===== config.mk =====
export PLATFORM = sky130hd
export DESIGN_NAME = rom_arbiter
export DESIGN_NICKNAME = d
export VERILOG_FILES = /design/src/rtl/rom_arb_pkg.sv /design/src/rtl/rom_resp_slot.sv /design/src/rtl/rom_arbiter.sv
export SDC_FILE = /design/constraint.sdc
export NUM_CORES = 1
export LEC_CHECK = 0
export CORE_MARGIN = 2
export CORE_UTILIZATION = 45
export CTS_BUF_LIST = sky130_fd_sc_hd__clkbuf_4 sky130_fd_sc_hd__clkbuf_8 sky130_fd_sc_hd__clkbuf_16
export DETAILED_ROUTE_END_ITERATION = 10
export GPL_ROUTABILITY_DRIVEN = 0
export GPL_TIMING_DRIVEN = 0
export MAX_ROUTING_LAYER = met4
export PLACE_DENSITY_LB_ADDON = 0.3
export SYNTH_ARGS = -nofsm -noshare
export SYNTH_HDL_FRONTEND = slang
export SYNTH_SLANG_ARGS = --single-unit

===== constraint.sdc =====
create_clock -name CLK -period 5 [get_ports CLK]
set_clock_uncertainty 0.05 [all_clocks]
set_input_delay 1 -clock CLK [delete_from_list [all_inputs] [get_ports CLK]]
set_output_delay 1 -clock CLK [all_outputs]
set_load 0.02 [all_outputs]

===== src/rtl/rom_arb_pkg.sv =====
// Shared types for the ROM arbiter: port index, response-slot state, default ROM depth.
package rom_arb_pkg;

  typedef enum logic {
    PORT_IF = 1'b0,
    PORT_LS = 1'b1
  } port_t;

  typedef enum logic [1:0] {
    EMPTY    = 2'd0,
    INFLIGHT = 2'd1,
    HELD     = 2'd2
  } slot_state_t;

  localparam int ROM_WORDS_DEFAULT = 32;

endpackage


===== src/rtl/rom_resp_slot.sv =====
// One port's response slot: ROM data passes straight through the cycle after grant (1-cycle latency);
// when the consumer stalls, the word is parked in a hold register and the slot blocks new grants.
module rom_resp_slot
  import rom_arb_pkg::*;
#(
  parameter int DATA_W = 32
) (
  input  logic              clk,
  input  logic              rst_n,
  input  logic              gnt,
  input  logic              gnt_err,
  input  logic              rready,
  input  logic [DATA_W-1:0] rom_rd,
  output logic              rvalid,
  output logic [DATA_W-1:0] rdata,
  output logic              err,
  output logic              empty,
  output logic              inflight
);

  slot_state_t       state;
  slot_state_t       state_nxt;
  logic              err_q;
  logic [DATA_W-1:0] hold_q;

  always_ff @(posedge clk or negedge rst_n) begin
    if (!rst_n) begin
      state  <= EMPTY;
      err_q  <= 1'b0;
      hold_q <= '0;
    end else begin
      state <= state_nxt;
      if (gnt) begin
        err_q <= gnt_err;
      end
      if (state == INFLIGHT && !rready) begin
        hold_q <= rom_rd;
      end
    end
  end

  always_comb begin
    state_nxt = state;
    rvalid    = 1'b0;
    rdata     = '0;
    unique case (state)
      EMPTY: begin
        if (gnt) begin
          state_nxt = INFLIGHT;
        end
      end
      INFLIGHT: begin
        rvalid = 1'b1;
        rdata  = err_q ? '0 : rom_rd;
        // A same-cycle regrant keeps the slot busy with the next word.
        if (rready) begin
          state_nxt = gnt ? INFLIGHT : EMPTY;
        end else begin
          state_nxt = HELD;
        end
      end
      HELD: begin
        rvalid = 1'b1;
        rdata  = err_q ? '0 : hold_q;
        if (rready) begin
          state_nxt = EMPTY;
        end
      end
      default: begin
        state_nxt = EMPTY;
      end
    endcase
  end

  assign err      = rvalid & err_q;
  assign empty    = (state == EMPTY);
  assign inflight = (state == INFLIGHT);

endmodule


===== src/rtl/rom_arbiter.sv =====
// Shares a sync-read ROM between fetch and LSU: one grant per cycle, response 1 cycle after grant.
// A stalled response is held in its slot and blocks that port's grants; conflicts go to the last loser.
module rom_arbiter
  import rom_arb_pkg::*;
#(
  parameter int ADDR_W    = 32,
  parameter int DATA_W    = 32,
  parameter int ROM_WORDS = ROM_WORDS_DEFAULT
) (
  input  logic              CLK,
  input  logic              RST_N,
  input  logic              IF_REQ,
  input  logic [ADDR_W-1:0] IF_ADDR,
  output logic              IF_GNT,
  output logic              IF_RVALID,
  output logic [DATA_W-1:0] IF_RDATA,
  output logic              IF_ERR,
  input  logic              IF_RREADY,
  input  logic              LS_REQ,
  input  logic [ADDR_W-1:0] LS_ADDR,
  output logic              LS_GNT,
  output logic              LS_RVALID,
  output logic [DATA_W-1:0] LS_RDATA,
  output logic              LS_ERR,
  input  logic              LS_RREADY,
  output logic [ADDR_W-1:0] ROM_A,
  input  logic [DATA_W-1:0] ROM_RD
);

  localparam logic [ADDR_W:0] ROM_LIMIT = (ADDR_W + 1)'(ROM_WORDS) << 2;

  logic              if_empty;
  logic              if_inflight;
  logic              ls_empty;
  logic              ls_inflight;
  logic              elig_if;
  logic              elig_ls;
  logic              conflict;
  logic              favor_ls;
  logic              win_vld;
  port_t             winner;
  logic [ADDR_W-1:0] win_addr;
  logic              win_err;

  // An in-flight slot being drained this cycle can accept the next request immediately.
  assign elig_if  = IF_REQ && (if_empty || (if_inflight && IF_RREADY));
  assign elig_ls  = LS_REQ && (ls_empty || (ls_inflight && LS_RREADY));
  assign conflict = elig_if && elig_ls;

  always_comb begin
    win_vld = 1'b0;
    winner  = PORT_IF;
    if (conflict) begin
      win_vld = 1'b1;
      winner  = favor_ls ? PORT_LS : PORT_IF;
    end else if (elig_if) begin
      win_vld = 1'b1;
      winner  = PORT_IF;
    end else if (elig_ls) begin
      win_vld = 1'b1;
      winner  = PORT_LS;
    end
  end

  assign win_addr = (winner == PORT_LS) ? LS_ADDR : IF_ADDR;
  assign win_err  = (win_addr[1:0] != 2'b00) || ({1'b0, win_addr} >= ROM_LIMIT);
  assign IF_GNT   = win_vld && (winner == PORT_IF);
  assign LS_GNT   = win_vld && (winner == PORT_LS);
  assign ROM_A    = win_vld ? win_addr : '0;

  // Fairness only moves on a real conflict; the loser is favoured next time.
  always_ff @(posedge CLK or negedge RST_N) begin
    if (!RST_N) begin
      favor_ls <= 1'b1;
    end else if (conflict) begin
      favor_ls <= (winner == PORT_IF);
    end
  end

  rom_resp_slot #(
    .DATA_W (DATA_W)
  ) u_if_slot (
    .clk      (CLK),
    .rst_n    (RST_N),
    .gnt      (IF_GNT),
    .gnt_err  (win_err),
    .rready   (IF_RREADY),
    .rom_rd   (ROM_RD),
    .rvalid   (IF_RVALID),
    .rdata    (IF_RDATA),
    .err      (IF_ERR),
    .empty    (if_empty),
    .inflight (if_inflight)
  );

  rom_resp_slot #(
    .DATA_W (DATA_W)
  ) u_ls_slot (
    .clk      (CLK),
    .rst_n    (RST_N),
    .gnt      (LS_GNT),
    .gnt_err  (win_err),
    .rready   (LS_RREADY),
    .rom_rd   (ROM_RD),
    .rvalid   (LS_RVALID),
    .rdata    (LS_RDATA),
    .err      (LS_ERR),
    .empty    (ls_empty),
    .inflight (ls_inflight)
  );

endmodule


==> results.py, run 1 <==
metrics = {
    "timing": {
        "setup_ws_ps": 622,
        "finalHoldViolCount": 0,
        "maxSlewHeadroom": 0.408,
        "rsz0062_at_grt": "no",
        "setup_viol": 0,
        "tightest_slew_ps": 887,
        "period_minus_slack_ps": 4380,
        "fmax_ghz": 0.228,
        "finalCritPeriodShare": 0.876,
        "fin_setup_tns_ps": 0,
        "slew_viol_final": 0,
        "fin_hold_ws_ps": 441,
    },
    "floorplan": {
        "core_mm2": 0.00915,
        "rows": 35,
        "die_y_um": 101,
        "initial_utilization": 0.460,
        "io_pins": 204,
        "die_width_um": 101,
        "die-area_mm2": 0.0101,
    },
    "synthesis": {
        "syn_avg_cell_area_um2": 9.29,
        "ys_warn_count": 0,
        "synth_cell_types": 29,
        "yosysTopAreaCellShare": 0.416,
        "syn_nets": 561,
        "seq_area_frac_synth": 0.423,
        "netlist_area_mm2": 0.00421,
        "synth_cells": 453,
        "synth_top_cell_by_area": "dfrtp_1",
        "yosys-top-cells-area": "dfrtp_1 (42%), mux2_2 (17%), a22oi_1 (11%), nor2_1 (5.9%), nand2_1 (5.2%)",
        "ys_ff_latch": 71,
    },
    "finish": {
        "fillers": 695,
        "area_growth_pct": 56.7,
        "mostFrequentLayoutCell": "clkdlybuf4s50_1",
        "final_cell_mix": "clkdlybuf4s50_1 (202), dfrtp_1 (70), nor2_1 (66)",
        "nets": 775,
        "drive_gt1_frac": 0.145,
        "antenna_cells": 0,
    },
    "routing": {
        "wl_met2_um": 7530,
        "met3_wirelength_um": 1100,
        "detail-route-antenna-nets": 0,
        "wl_met1_um": 5660,
        "drt-total-wl_um": 14700,
        "drtIter0Drc": 255,
        "post-route-drc-count": 0,
        "drtPass1Iterations": 5,
        "routed.top_layer": "met4",
        "routed_via_density": 5.74,
        "avgRoutedWirePerCell_um": 18.8,
        "vias": 4489,
    },
    "clocking": {
        "cts_resized": 0,
        "cts_inserted_buffers": 9,
        "htreeDepth": 3,
        "post_cts_buffers": 0,
        "cts_buffer_depth": 2,
        "cts_tree": "built",
        "clk_pin_slew_ps": 70,
        "root_buffer": "clkbuf_8",
        "insertion_delay_ps": 350,
        "cts.sinks": 71,
        "cts_hold_buf": 0,
    },
    "placed_design": {
        "dp_slack_ps": 630,
        "place_hpwl_um": 11100,
        "port_buffers": 203,
    },
    "global_routing": {
        "grt_pass1_vias": 4657,
        "grt_overflow_total": 0,
        "grt_use_total": 0.299,
        "antenna_found_initial": 0,
        "grt_max_degree": 72,
        "grt_pass1_wl_um": 22700,
    },
    "pwr": {
        "power_leakage_nw": 2.55,
        "peakVddDrop_mv": 0.327,
        "powerDensity_mw_per_mm2": 565,
    },
    "run_status": {
        "status": "finished, final reports clean",
    },
    "setup_path": {
        "crit_fanout": 10,
        "required_ps": 3950,
        "arrival_ps": 3330,
        "path_class": "in2out",
        "end_kind": "output port",
        "start_kind": "input pin",
    },
    "flow_run": {
        "drv_cap": 0,
    },
    "hold_path": {
        "hp-class": "reg2reg",
    },
}
-- area by class of cell --
cell class | count | area (µm²) | area share
Multi-Input combinational cell | 335 | 2210 | 0.335
Timing Repair Buffer | 203 | 2030 | 0.308
Inverter | 9 | 38.8 | 0.00588
Clock buffer | 10 | 138 | 0.0209
Buffer | 38 | 183 | 0.0277
Sequential cell | 71 | 1780 | 0.270
Clock inverter | 5 | 81.3 | 0.0123
Tap cell | 111 | 139 | 0.0211
-- synthesized netlist by cell type, drive strengths merged --
| library cell | instances |
|---|---|
| a21o | 1 |
| o311ai | 1 |
| nor2b | 3 |
| nand2 | 58 |
| a22oi | 64 |
| buf | 16 |
| a211o | 2 |
| clkinv | 1 |
| a22o | 5 |
| inv | 8 |
| dfrtp | 70 |
| mux2 | 64 |
| nand2b | 3 |
| and2 | 2 |
| nor4 | 12 |
| o21ai | 7 |
| nand3 | 5 |
| nor3 | 2 |
| nand4 | 2 |
| dfstp | 1 |
| clkbuf | 22 |
| a21oi | 30 |
| ha | 6 |
| a311o | 1 |
| xnor2 | 1 |
| nor2 | 66 |
-- path summary, 6_finish.rpt --
path / from / endpoint / slack (ps) / cells past startpoint
worst max-delay path: IF_RREADY / ROM_A[20] / 620 / 7
worst min-delay path: favor_ls$_DFFE_PN1P_ / favor_ls$_DFFE_PN1P_ / 440 / 1
worst max register to register: u_if_slot.state[1]$_DFFE_PN0P_ / u_ls_slot.state[1]$_DFFE_PN0P_ / 2870 / 8
worst min register to register: favor_ls$_DFFE_PN1P_ / favor_ls$_DFFE_PN1P_ / 440 / 1
max in group asynchronous: RST_N / u_ls_slot.err_q$_DFFE_PN0P_ / 3610 / 1
min in group asynchronous: RST_N / u_if_slot.hold_q[7]$_DFFE_PN0P_ / 720 / 1
-- worst max-delay path: stages --
cell	delay (ps)
clkdlybuf4s50_1	520
a21o_1	220
a311o_2	280
clkbuf_1	370
nand2_1	110
a21oi_1	170
clkdlybuf4s50_1	650
-- metrics by stage --
stage          cell area (µm²)   util  cells  total power [mW]
2_1_floorplan             4210      -    453              2.31
3_3_place_gp              6380  0.697    767              3.12
3_5_place_dp              6380  0.697    767              3.20
4_1_cts                   6600  0.721    782              3.72
5_1_grt                   6600  0.721    782              3.94
6_report                  6600  0.721    782              3.73
-- report_power, final --
part           internal [mW]  switching (mW)
logic                   1.00            1.18
clock network          0.292           0.222
registers              0.870           0.163
-- layer usage --
| layer | global-route usage | vias to the layer above |
|---|---|---|
| met5 | - | - |
| met4 | 0.123 | 0 |
| met3 | 0.0555 | 42 |
| met2 | 0.514 | 233 |
| met1 | 0.342 | 2169 |
| li1 | - | 2045 |
-- flip-flops by register name, indices dropped and copies added (netlist names) --
register,cells
u_ls_slot.err_q,1
favor_ls,1
u_ls_slot.state,2
u_ls_slot.hold_q,32
u_if_slot.state,2
u_if_slot.err_q,1
u_if_slot.hold_q,32
-- logic make-up (layout without fill, tap and decap cells) --
| kind of cell | count (synthesis) | in the layout | synth area share |
|---|---|---|---|
| compound gates | 111 | 111 | 0.182 |
| xor+xnor | 1 | 1 | 0.00208 |
| fa+ha+maj | 6 | 6 | 0.0178 |
| buf+inv | 47 | 265 | 0.0526 |
| flops | 71 | 71 | 0.423 |
| mux | 64 | 64 | 0.171 |
| simple gates | 153 | 153 | 0.152 |
Power figures use the tool's default switching activity.
==> run 2, diff against run 1 <==
--- a/config.mk
+++ b/config.mk
@@ -6,7 +6,7 @@
 export NUM_CORES = 1
 export LEC_CHECK = 0
 export CORE_MARGIN = 2
-export CORE_UTILIZATION = 45
+export CORE_UTILIZATION = 41
 export CTS_BUF_LIST = sky130_fd_sc_hd__clkbuf_4 sky130_fd_sc_hd__clkbuf_8 sky130_fd_sc_hd__clkbuf_16
 export DETAILED_ROUTE_END_ITERATION = 10
 export GPL_ROUTABILITY_DRIVEN = 0
==> constraint.sdc (replaced) <==
create_clock -name CLK -period 4.7 [get_ports CLK]
set_clock_uncertainty 0.05 [all_clocks]
set_input_delay 0.94 -clock CLK [delete_from_list [all_inputs] [get_ports CLK]]
set_output_delay 0.94 -clock CLK [all_outputs]
set_load 0.02 [all_outputs]
==> results.py, run 2 (synthesized netlist as in run 1, its figures left out) <==
metrics = {
    "routing": {
        "drt-total-wl_um": 14700,
        "drtIter0Drc": 258,
        "avgRoutedWirePerCell_um": 18.3,
        "routed_via_density": 5.51,
        "detail-route-antenna-nets": 0,
        "vias": 4431,
        "post-route-drc-count": 0,
        "drtPass1Iterations": 5,
    },
    "flow_run": {
        "drv_cap": 0,
    },
    "setup_path": {
        "timing.rr.end": "u_ls_slot.state[1]$_DFFE_PN0P_",
        "r2r-start": "u_if_slot.state[1]$_DFFE_PN0P_",
        "slowest_delay_ps": 650,
        "end_kind": "output port",
        "arrival_ps": 3290,
        "cp_cell_sequence": "clkdlybuf4s50_1 > a21o_1 > a311o_2 > clkinv_4 > buf_6 > nand2_1 > a21oi_1 > clkdlybuf4s50_1",
        "crit_fanout": 10,
        "regToRegSetupSlack_ps": 2580,
        "cp-startpoint": "IF_RREADY",
        "cp_slowest_cell": "clkdlybuf4s50_1",
        "path_class": "in2out",
        "critical_path_buf_inv_count": 4,
        "rr_worst_depth": 8,
        "crit_path_frequent_cell": "clkdlybuf4s50_1",
        "crit_end": "ROM_A[9]",
        "path_delay_family": "buffers and inverters",
        "cp.depth": 8,
        "required_ps": 3710,
        "start_kind": "input pin",
    },
    "placed_design": {
        "place_hpwl_um": 11200,
        "port_buffers": 203,
        "dp_slack_ps": 426,
        "placed_cells": 789,
    },
    "timing": {
        "finalHoldViolCount": 0,
        "fmax_ghz": 0.234,
        "tightest_slew_ps": 898,
        "fin_setup_tns_ps": 0,
        "rsz0062_at_grt": "no",
        "fin_hold_ws_ps": 446,
        "slew_viol_final": 0,
        "maxSlewHeadroom": 0.401,
        "finalCritPeriodShare": 0.910,
        "period_minus_slack_ps": 4280,
        "setup_ws_ps": 421,
        "setup_viol": 0,
    },
    "hold_path": {
        "min_from": "u_ls_slot.err_q$_DFFE_PN0P_",
        "hp-class": "reg2reg",
    },
    "floorplan": {
        "io_pins": 204,
        "rows": 36,
        "core_mm2": 0.00986,
        "initial_utilization": 0.427,
        "die_y_um": 105,
        "die_width_um": 105,
        "die-area_mm2": 0.0111,
    },
    "global_routing": {
        "grt_overflow_total": 0,
        "antenna_found_initial": 0,
        "grt_use_total": 0.269,
        "grt_pass1_wl_um": 23000,
        "grt_max_degree": 72,
        "grt_pass1_vias": 4623,
    },
    "finish": {
        "area_growth_pct": 57.0,
        "reg_top3": "u_if_slot.hold_q: 32 flops, u_ls_slot.hold_q: 32 flops",
        "mostFrequentLayoutCell": "clkdlybuf4s50_1",
        "drive_gt1_frac": 0.145,
        "nets": 775,
        "final_cell_mix": "clkdlybuf4s50_1 (202), dfrtp_1 (70), nor2_1 (66)",
        "stdcell_count": 804,
        "antenna_cells": 0,
    },
    "pwr": {
        "power_mw": 3.92,
        "power_leakage_nw": 2.54,
        "powerDensity_mw_per_mm2": 593,
        "peakVddDrop_mv": 0.277,
    },
    "run_status": {
        "status": "finished, final reports clean",
    },
    "clocking": {
        "insertion_delay_ps": 330,
        "clk_pin_slew_ps": 70,
        "cts_inserted_buffers": 9,
        "cts.sinks": 71,
        "cts_resized": 0,
        "cts_tree": "built",
        "htreeDepth": 3,
        "root_buffer": "clkbuf_8",
        "post_cts_buffers": 0,
        "cts_buffer_depth": 2,
        "cts_hold_buf": 0,
    },
}
==> run 2: cell types whose count changed in the layout (fill, tap and decap cells not counted), sizes merged <==
cell and change:
bufinv -1, clkbuf +2, inv -1
==> run 2: worst min-delay path, cell delays in order, from the launching register on <==
cell and delay (ps):
dfrtp_1 360, nand2_1 50, nand2_1 60
==> run 2: final cells by class <==
| class | count | area (µm²) |
|---|---|---|
| buffer | 38 | 183 |
| timing repair buffer | 203 | 2030 |
| clock buffer | 12 | 159 |
| tap | 133 | 166 |
| multi-input combinational | 335 | 2210 |
| inverter | 9 | 38.8 |
| fill | 762 | 3260 |
| sequential | 71 | 1780 |
| clock inverter | 3 | 42.5 |
==> run 2: power by group <==
group	switching [mW]	total [mW]	internal (mW)
Combinational	1.26	2.33	1.07
Sequential	0.166	1.09	0.926
Clock	0.221	0.498	0.277
Total	1.65	3.92	2.27
==> run 2: metrics by stage <==
step           cell area [µm²]   util
3_5_place_dp              6400  0.649
4_1_cts                   6610  0.670
3_3_place_gp              6410  0.649
2_1_floorplan             4210      -
5_1_grt                   6610  0.670
6_report                  6610  0.670
==> run 2: how the worst min path moves through the flow <==
stage | to | slack, ps | depth (start not counted)
after global routing | favor_ls$_DFFE_PN1P_ | 460 | 1
after CTS | u_ls_slot.err_q$_DFFE_PN0P_ | 450 | 2
after global placement | u_ls_slot.err_q$_DFFE_PN0P_ | 420 | 2
after detailed placement | u_ls_slot.err_q$_DFFE_PN0P_ | 430 | 2
final | u_ls_slot.err_q$_DFFE_PN0P_ | 450 | 2
after floorplan | u_ls_slot.err_q$_DFFE_PN0P_ | 400 | 2
==> run 2: layer usage <==
metal  vias up  global-route usage  routed length (µm)
li1       2045                   -                   -
met1      2120               0.314                5770
met2       227               0.452                7450
met3        39              0.0507                1000
met4         0               0.120                 531
met5         -                   -                   0
